### src/rtl/mole_spawner_if.sv
// Load/pattern interface between the mole sequencer and the board state block,
// plus the game control and status signals that travel with it.
interface mole_spawner_if;
  logic       start;
  logic [4:0] board_state;
  logic       load;
  logic [4:0] loadval;
  logic [7:0] round;
  logic       game_over;

  modport master (
    input  start, board_state,
    output load, loadval, round, game_over
  );

  modport slave (
    output start, board_state,
    input  load, loadval, round, game_over
  );
endinterface

### src/rtl/mole_spawner.sv
// Game sequencer: shows LFSR-derived mole patterns for a shrinking show window,
// clears the board for a fixed gap, and flags game over after ROUNDS rounds.
module mole_spawner #(
  parameter int unsigned SHOW_CYCLES = 50000000,
  parameter int unsigned GAP_CYCLES  = 10000000,
  parameter int unsigned ROUNDS      = 30,
  parameter int unsigned SPEEDUP     = 1000000,
  parameter int unsigned MIN_SHOW    = 10000000,
  parameter logic [15:0] SEED        = 16'hACE1
) (
  input logic      clk,
  input logic      rst_n,
  mole_spawner_if.master bus
);

  localparam int unsigned MAX_CYC = (SHOW_CYCLES > GAP_CYCLES) ? SHOW_CYCLES : GAP_CYCLES;
  localparam int          CW      = $clog2(MAX_CYC + 1);

  localparam logic [CW-1:0] SHOW_INIT = CW'(SHOW_CYCLES);
  localparam logic [CW-1:0] GAP_LEN   = CW'(GAP_CYCLES);
  localparam logic [CW-1:0] MIN_LEN   = CW'(MIN_SHOW);
  localparam logic [CW-1:0] SPD_LEN   = CW'(SPEEDUP);
  localparam logic [7:0]    LAST_RND  = 8'(ROUNDS);

  localparam logic [1:0] ST_IDLE = 2'd0;
  localparam logic [1:0] ST_SHOW = 2'd1;
  localparam logic [1:0] ST_GAP  = 2'd2;
  localparam logic [1:0] ST_DONE = 2'd3;

  logic [1:0]    state_reg, state_next;
  logic [15:0]   lfsr_reg, lfsr_next;
  logic [CW-1:0] show_len_reg, show_len_next;
  logic [CW-1:0] counter_reg, counter_next;
  logic          load_reg, load_next;
  logic [4:0]    loadval_reg, loadval_next;
  logic [7:0]    round_reg, round_next;
  logic          game_over_reg, game_over_next;

  logic [4:0]    pat;
  logic [CW-1:0] shrunk_len;
  logic          show_exit;

  // Zero is never a useful mole pattern, so substitute the centre hole.
  assign pat = (lfsr_reg[4:0] == 5'd0) ? 5'b00100 : lfsr_reg[4:0];

  // Saturating shrink evaluated in 32 bits so MIN_SHOW + SPEEDUP cannot wrap.
  assign shrunk_len = (32'(show_len_reg) >= (MIN_SHOW + SPEEDUP)) ?
                      (show_len_reg - SPD_LEN) : MIN_LEN;

  // board_state trails load by a register, so cycles 0-1 still show the old board.
  assign show_exit = (counter_reg == show_len_reg) ||
                     ((bus.board_state == 5'd0) && (counter_reg >= CW'(2)));

  always_comb begin
    state_next     = state_reg;
    lfsr_next      = {lfsr_reg[14:0], lfsr_reg[15] ^ lfsr_reg[13] ^ lfsr_reg[12] ^ lfsr_reg[10]};
    show_len_next  = show_len_reg;
    counter_next   = counter_reg;
    load_next      = 1'b0;
    loadval_next   = loadval_reg;
    round_next     = round_reg;
    game_over_next = game_over_reg;

    case (state_reg)
      ST_IDLE, ST_DONE: begin
        if (bus.start) begin
          state_next     = ST_SHOW;
          load_next      = 1'b1;
          loadval_next   = pat;
          round_next     = 8'd1;
          counter_next   = '0;
          game_over_next = 1'b0;
          show_len_next  = SHOW_INIT;
        end
      end
      ST_SHOW: begin
        if (show_exit) begin
          state_next    = ST_GAP;
          load_next     = 1'b1;
          loadval_next  = 5'd0;
          counter_next  = '0;
          show_len_next = shrunk_len;
        end else begin
          counter_next = counter_reg + CW'(1);
        end
      end
      ST_GAP: begin
        if (counter_reg == GAP_LEN) begin
          counter_next = '0;
          if (round_reg == LAST_RND) begin
            state_next     = ST_DONE;
            game_over_next = 1'b1;
          end else begin
            state_next   = ST_SHOW;
            round_next   = round_reg + 8'd1;
            load_next    = 1'b1;
            loadval_next = pat;
          end
        end else begin
          counter_next = counter_reg + CW'(1);
        end
      end
      default: state_next = ST_IDLE;
    endcase
  end

  always_ff @(posedge clk or negedge rst_n) begin
    if (!rst_n) begin
      state_reg     <= ST_IDLE;
      lfsr_reg      <= SEED;
      show_len_reg  <= SHOW_INIT;
      counter_reg   <= '0;
      load_reg      <= 1'b0;
      loadval_reg   <= 5'd0;
      round_reg     <= 8'd0;
      game_over_reg <= 1'b0;
    end else begin
      state_reg     <= state_next;
      lfsr_reg      <= lfsr_next;
      show_len_reg  <= show_len_next;
      counter_reg   <= counter_next;
      load_reg      <= load_next;
      loadval_reg   <= loadval_next;
      round_reg     <= round_next;
      game_over_reg <= game_over_next;
    end
  end

  assign bus.load      = load_reg;
  assign bus.loadval   = loadval_reg;
  assign bus.round     = round_reg;
  assign bus.game_over = game_over_reg;

endmodule

### src/flat_wrapper.sv
// flat-port wrapper written by rule: the top's interface ports become plain ports
module mole_spawner_flat 
#(
  parameter int unsigned SHOW_CYCLES = 50000000,
  parameter int unsigned GAP_CYCLES  = 10000000,
  parameter int unsigned ROUNDS      = 30,
  parameter int unsigned SPEEDUP     = 1000000,
  parameter int unsigned MIN_SHOW    = 10000000,
  parameter logic [15:0] SEED        = 16'hACE1
)
  (clk, rst_n, bus_start, bus_board_state, bus_load, bus_loadval, bus_round, bus_game_over);
  mole_spawner_if bus_i ();
  input logic clk;
  input logic rst_n;
  input wire logic [$bits(bus_i.start)-1:0] bus_start;
  input wire logic [$bits(bus_i.board_state)-1:0] bus_board_state;
  output wire logic [$bits(bus_i.load)-1:0] bus_load;
  output wire logic [$bits(bus_i.loadval)-1:0] bus_loadval;
  output wire logic [$bits(bus_i.round)-1:0] bus_round;
  output wire logic [$bits(bus_i.game_over)-1:0] bus_game_over;
  assign bus_i.start = bus_start;
  assign bus_i.board_state = bus_board_state;
  assign bus_load = bus_i.load;
  assign bus_loadval = bus_i.loadval;
  assign bus_round = bus_i.round;
  assign bus_game_over = bus_i.game_over;
  mole_spawner #(.SHOW_CYCLES(SHOW_CYCLES), .GAP_CYCLES(GAP_CYCLES), .ROUNDS(ROUNDS), .SPEEDUP(SPEEDUP), .MIN_SHOW(MIN_SHOW), .SEED(SEED)) u_core (.clk(clk), .rst_n(rst_n), .bus(bus_i));
endmodule
### config.mk
export PLATFORM = sky130hd
export DESIGN_NAME = mole_spawner_flat
export DESIGN_NICKNAME = d
export VERILOG_FILES = /design/src/rtl/mole_spawner_if.sv /design/src/rtl/mole_spawner.sv /design/src/flat_wrapper.sv
export SDC_FILE = /design/constraint.sdc
export NUM_CORES = 1
export LEC_CHECK = 0
export ABC_CLOCK_PERIOD_IN_PS = 2800
export CORE_MARGIN = 8
export CORE_UTILIZATION = 35
export DETAILED_ROUTE_END_ITERATION = 10
export GPL_ROUTABILITY_DRIVEN = 0
export MAX_ROUTING_LAYER = met4
export PLACE_DENSITY = 0.49
export SYNTH_ARGS = -nofsm -noshare
export SYNTH_HDL_FRONTEND = slang
export SYNTH_SLANG_ARGS = --single-unit
### constraint.sdc
create_clock -name clk -period 2.8 [get_ports clk]
set_input_delay 0.28 -clock clk [delete_from_list [all_inputs] [get_ports clk]]
set_output_delay 0.28 -clock clk [all_outputs]
set_load 0.02 [all_outputs]
# Word level (Yosys, flattened, before mapping)
# Cells that the tools add are included.
[totals] regBits=85 word_cells=72 output_inout_bits=15
[op_classes] n_lt_le_gt_ge=2 mux=32 n_reduce_logical=13 add_sub_neg=3 bitwise_logic=3 n_eq_ne=11
[op_table] op="two-way mux 26 bit" n=6
[op_table] op="one-hot mux 26 bit (3 select lines)" n=1
[op_table] op="one-hot mux 26 bit (2 select lines)" n=1
[op_table] op="adder 26 x 1 -> 26 bit, second input constant" n=1
[op_table] op="equality test 26 x 24 -> 1 bit, second input constant" n=1
[op_table] op="equality test 26 bit" n=1
[op_table] op="greater-or-equal comparator 26 x 2 -> 1 bit, second input constant" n=1
[op_table] op="greater-or-equal comparator 26 x 24 -> 1 bit, second input constant" n=1
[op_table] op="subtractor 26 x 20 -> 26 bit, second input constant" n=1
[op_table] op="two-way mux 5 bit" n=5
[op_table] op="two-way mux 8 bit" n=3
[op_table] op="one-hot mux 8 bit (2 select lines)" n=1
[op_table] op="one-hot mux 5 bit (3 select lines)" n=1
[op_table] op="AND reduction 4 bit" n=3
[op_table] op="logical NOT 5 bit" n=2
[op_table] op="adder 8 x 1 -> 8 bit, second input constant" n=1
[op_table] op="equality test 8 x 5 -> 1 bit, second input constant" n=1
[op_table] op="two-way mux 2 bit" n=4
[op_table] op="two-way mux 1 bit" n=7
[op_table] op="inequality test 2 x 1 -> 1 bit, second input constant" n=3
[op_table] op="one-hot mux 2 bit (3 select lines)" n=1
[op_table] op="AND reduction 3 bit" n=2
[op_table] op="equality test 2 bit, second input constant" n=2
[op_table] op="inequality test 2 bit, second input constant" n=2
[op_table] op="9 further kinds" n=12

# Logic depth before layout (Yosys ltp)
[depth] ltp_word=5 ltp_mapped=9 ltp_nobuf=8

# Least setup slack after synthesis
# No wires, ideal clock.
[synth_path] path_kind="register to register" start="register u_core.counter_reg[0]" end="register u_core.show_len_reg[16]" setup_ns=0.122 arrival_time_ns=2.146 path_stages_with_launch=10 path_buffers=1 setup_slack_ns=0.533 required_ns=2.678 cell_sequence="dfrtp_1 -> inv_1 -> ha_1 -> or3b_4 -> nor4_2 -> nand3_2 -> o211ai_4 -> buf_4 -> o311ai_1 -> a32o_1"
[synth_between] elab_chain_cells=5 elab_cells_between_ends=6 cone_classes="order compare: 1; eq/ne: 2; reduce/logical: 3"
[synth_lines] item="start: declaration" line_no="mole_spawner.sv:33" source="logic [CW-1:0] counter_reg, counter_next;"
[synth_lines] item="start signal: assignment" line_no="mole_spawner.sv:121" source="counter_reg <= counter_next;"
[synth_lines] item="greater-or-equal comparator 26 x 2 -> 1 bit" line_no="mole_spawner.sv:52" source="((bus.board_state == 5'd0) && (counter_reg >= CW'(2)));"
[synth_lines] item="logical AND 1 bit" line_no="mole_spawner.sv:52"
[synth_lines] item="logical OR 1 bit (*)" line_no="mole_spawner.sv:51" source="assign show_exit = (counter_reg == show_len_reg) ||"
[synth_lines] item="inequality test 2 x 1 -> 1 bit (no line) (*)"
[synth_lines] item="AND reduction 3 bit (no line) (*)"
[synth_lines] item="end signal: assignment" line_no="mole_spawner.sv:120" source="show_len_reg <= show_len_next;"
[synth_lines] item="end: declaration" line_no="mole_spawner.sv:32" source="logic [CW-1:0] show_len_reg, show_len_next;"
# Mark *: on every way between the ends. The rest lies on a longest branch, timed or not.
# A chain may end at the register's enable or synchronous reset.

# Worst setup path after layout
# Ends and elaborated chain as after synthesis.

==> results.md <==
- The flow ran to the end, and the final reports show no timing, DRC or antenna violations.
- The critical path goes through inv_1 -> ha_1 -> or3b_4 -> nor4_2 -> nand3_2 -> o211ai_4 -> buf_4 -> buf_4 -> o311ai_1 -> a32o_1.
- Before antenna repair, the detailed router went through 4 iterations.
- The synthesized netlist contains 69 unique library cells.
- The fraction of final layout cells with drive strength greater than 1 is 16.2%.
- Of all nets on the critical path, the largest fanout is 11.
- After clock tree synthesis, the repair step resized 0 gates.
- Overall power consumption after layout is estimated at about 4.4 mW.
- Clock tree synthesis inserted a total of 9 buffers.
- The number of storage elements in the synthesis netlist is about 80.
- The post-route minimum period is 2.60 ns.
- For the worst-skew pair, the clock arrives at the later sink with an insertion delay of 0.35 ns.
- The post-route clock skew is 0.00763 ns.
- The number of hold-slack violations in the final timing report came to 0.
- On the worst path, the slowest cell contributes a delay of between 0.4 and 0.5 ns.
- The count of buffers inserted at the top-level ports is 22.
- After filler insertion, the fill cell instance count of the layout stands at 1,289.
- The power density over the cells is 811 mW/mm2.
- Summing all multi-input logic gate instances after layout gives approximately 0.0024 mm2.
- The number of synthesis warnings is 0.
- The final count of pins violating max slew is 0.
- The die covers 0.0172 mm2.
- The number of nets in the synthesized netlist is slightly below 500.
- Counting stages on the worst path, the most repeated cell is sky130_fd_sc_hd__buf_4.
- Timing would allow up to 384 MHz.
- The total inserted antenna cells is 0.
- The tree is rooted in a sky130_fd_sc_hd__clkbuf_16.
- The detail-routed via count per cell is ~5.6.
- The finished cells cover approximately 0.0054 mm2.
- The data required time at the worst endpoint is approximately 3 ns.
- The global-route wire length before repair is approximately 21,000 um.
- The cell type group with the largest total delay on the critical path is simple AND/OR/NAND/NOR gates.
- Sequential cells were found to cover a little over two fifths of the synthesized design area.
- The worst setup slack after placement is approximately 0.22 ns.
- The netlist area before placement is 0.00464 mm2.
- The starting density of the core is between 30% and 40%.
- The setup path with the least slack is of type flip-flop to flip-flop.
- Summing all flip-flop and latch instances after layout gives around 0.002 mm2.
- The number of placement rows is between 40 and 50.
- After routing, the total negative slack on setup checks comes to 0 ns.
- The violation count after the first detailed-route iteration is just over 300.
- In the synthesized netlist the async set-or-reset flop fraction comes to 100%.
- The most critical setup path has its startpoint at u_core.counter_reg[0].
- Setup repair after global routing left no endpoint under its margin.
- The count of nets after finishing is about 520.
- The critical path buffer and inverter count is 3.
- The vertical extent of the die is 131 um.
- After clock tree synthesis, the flow added hold-fix buffers numbering 0.
- The leakage power of the design is about 2.3 nW.
- Pin placement for this block handled 23 I/O pins.
- The largest net degree at the start of global routing is 80.
- The final critical path takes up 92.9% of the cycle.
- The hold slack is 0.112 ns.
- Setup violations remaining at the end of the flow were counted as 0.
- After clock tree synthesis, the clock-pin slew on the worst setup and hold paths is approximately 0.070 ns.
- The source of the worst register-to-register timing path is u_core.counter_reg[0].
- In this run the tightest slew margin relative to its limit is just over 30%.
- The area growth from synthesis to layout is 16.3%.
- The maximum resistive drop on vdd is around 0.34 mV.
- Counting flops with a built-in enable in the synthesized netlist gives 0.
- Setup slack closes at 0.198 ns.
- A synthesized cell averages 9.71 um2.
- Detailed placement finished with a half-perimeter wire length of ~8600 um.
- The count of clock tree sinks is 79.
- The remaining antenna violation count after routing is 0.
- At the pin with the least slew margin, the transition time is roughly 1.0 ns.
- After global routing the overflow that remains totals 0.
- The worst setup path is launched from a flip-flop.
- In the layout the commonest cells are sky130_fd_sc_hd__dfrtp_1 (59), sky130_fd_sc_hd__nand2_1 (35), sky130_fd_sc_hd__nor2_1 (32), sky130_fd_sc_hd__xor2_1 (32), sky130_fd_sc_hd__buf_4 (25).
- The total wire length after detailed routing is 12,400 um.
- Across the run, the number of max-cap violations was 0.
- In the global route stage, overall resource usage came out at between 15 and 20%.
- Measured along the x axis, the die boundary spans about 130 um.
- Leaving out fill and tap cells, the most frequent cell in the layout is sky130_fd_sc_hd__dfrtp_1.
- The number of H-tree branching levels is 3.
- The CTS tree is done.
- The number of buffers added for setup after CTS is 0.
- Summing all placed instances gives a cell area of approximately 0.005 mm2.
- The endpoint kind of the worst setup timing path is a flip-flop.
- In this run the standard cell core region covers between 0.01 and 0.015 mm2.
- The number of instances in the synthesized netlist is approximately 480.
- The via count of the first global-routing pass came to slightly below 4k.
- The average detailed-routed wire length per instance is between 15 and 20 um.
- Measured in cells, the most critical reg-to-reg path has a length of 10.
- The initial antenna violation count is 0.
- Among all stages on the critical path, the largest delay is contributed by sky130_fd_sc_hd__or3b_4.
- The register with the most flip-flops in the layout has 26 of them.
- The final routed DRC violation total is 0.
- The critical path depth is 10.
- The flip-flop cell with the highest count after synthesis is sky130_fd_sc_hd__dfrtp_1.
- Detailed routing inserted a total of approximately 3.8k vias.
- The class of the tightest hold or removal check is primary input to async pin.
- The maximum clock insertion buffer count is 2.
- For the worst setup path, the data arrival time is between 2 and 3 ns.
==> Yosys cell counts (all sizes together), types with 3 or more instances <==
library cell / number / area [um2]
dfstp: 20 / 526
nand4: 17 / 106
xnor2: 6 / 52.6
a221oi: 10 / 87.6
o22a: 4 / 35.0
a221o: 6 / 60.1
inv: 13 / 48.8
o31ai: 4 / 30.0
a21oi: 8 / 47.6
nand2b: 6 / 37.5
o21a: 7 / 52.6
a31oi: 5 / 31.3
and3: 10 / 62.6
or2: 8 / 50.1
nand2: 35 / 131
nor2b: 7 / 43.8
dfrtp: 59 / 1480
nor4: 20 / 153
o211ai: 6 / 58.8
nor3: 10 / 61.3
nand3: 17 / 90.1
a21o: 13 / 97.6
and2: 4 / 25.0
buf: 13 / 82.6
clkbuf: 22 / 82.6
a211oi: 5 / 37.5
o2bb2ai: 4 / 35.0
or3: 3 / 18.8
a22o: 10 / 87.6
o21ai: 20 / 100
nor2: 32 / 120
ha: 10 / 125
o211a: 3 / 30.0
xor2: 32 / 280
==> final timing paths <==
| path | endpoint | slack (ns) |
|---|---|---|
| min in group clk | u_core.lfsr_reg[15] | 0.35 |
| min reg2reg | u_core.lfsr_reg[15] | 0.35 |
| max reg2reg | u_core.show_len_reg[16] | 0.20 |
| max | u_core.show_len_reg[16] | 0.20 |
| max in group asynchronous | u_core.show_len_reg[24] | 2.00 |
| min | u_core.counter_reg[7] | 0.11 |
==> stage by stage <==
step	util [%]	instances
detailed placement	39.1	665
finish	41.3	681
global route	41.3	681
global placement	39.1	665
floorplan	-	478
CTS	41.3	681
==> per-layer routing <==
metal / vias to the layer above / global-route usage [%] / wire, um
met5: - / - / 0
met4: 0 / 6.91 / 238
met3: 20 / 2.97 / 591
met2: 114 / 22.2 / 5480
met1: 1890 / 20.1 / 6140
li1: 1812 / - / -
==> logic make-up after synthesis <==
kind of cell	synth area share [%]
AO/OA/AOI/OAI	21.0
flip-flops	43.1
buffers and inverters	4.61
XOR/XNOR	7.17
adder cells (fa/ha/maj)	2.69
multiplexers	0.701
AND/OR/NAND/NOR	20.7
==> layout make-up <==
cell class / instances / share of cell area [%]
Clock buffer: 9 / 4.17
Clock inverter: 7 / 1.20
Inverter: 13 / 0.904
Multi-Input combinational cell: 351 / 45.2
Sequential cell: 79 / 37.1
Tap cell: 176 / 4.08
Timing Repair Buffer: 46 / 7.37
==> power by group <==
part	total, mW	internal (mW)	switching [mW]
logic	1.75	0.647	1.10
registers	1.46	1.28	0.181
clock network	1.16	0.623	0.541
total	4.38	2.55	1.83
==> worst reg2reg max path: cells and delay by family (launching register included) <==
kind                       cells  cell delay (ns)
and+or+nand+nor                3             0.82
AOI/OAI and AO/OA              3             0.62
buffers and inverters          3             0.51
DFF                            1             0.40
adders and majority gates      1             0.15
No activity file was read; power rests on OpenSTA's default activity.
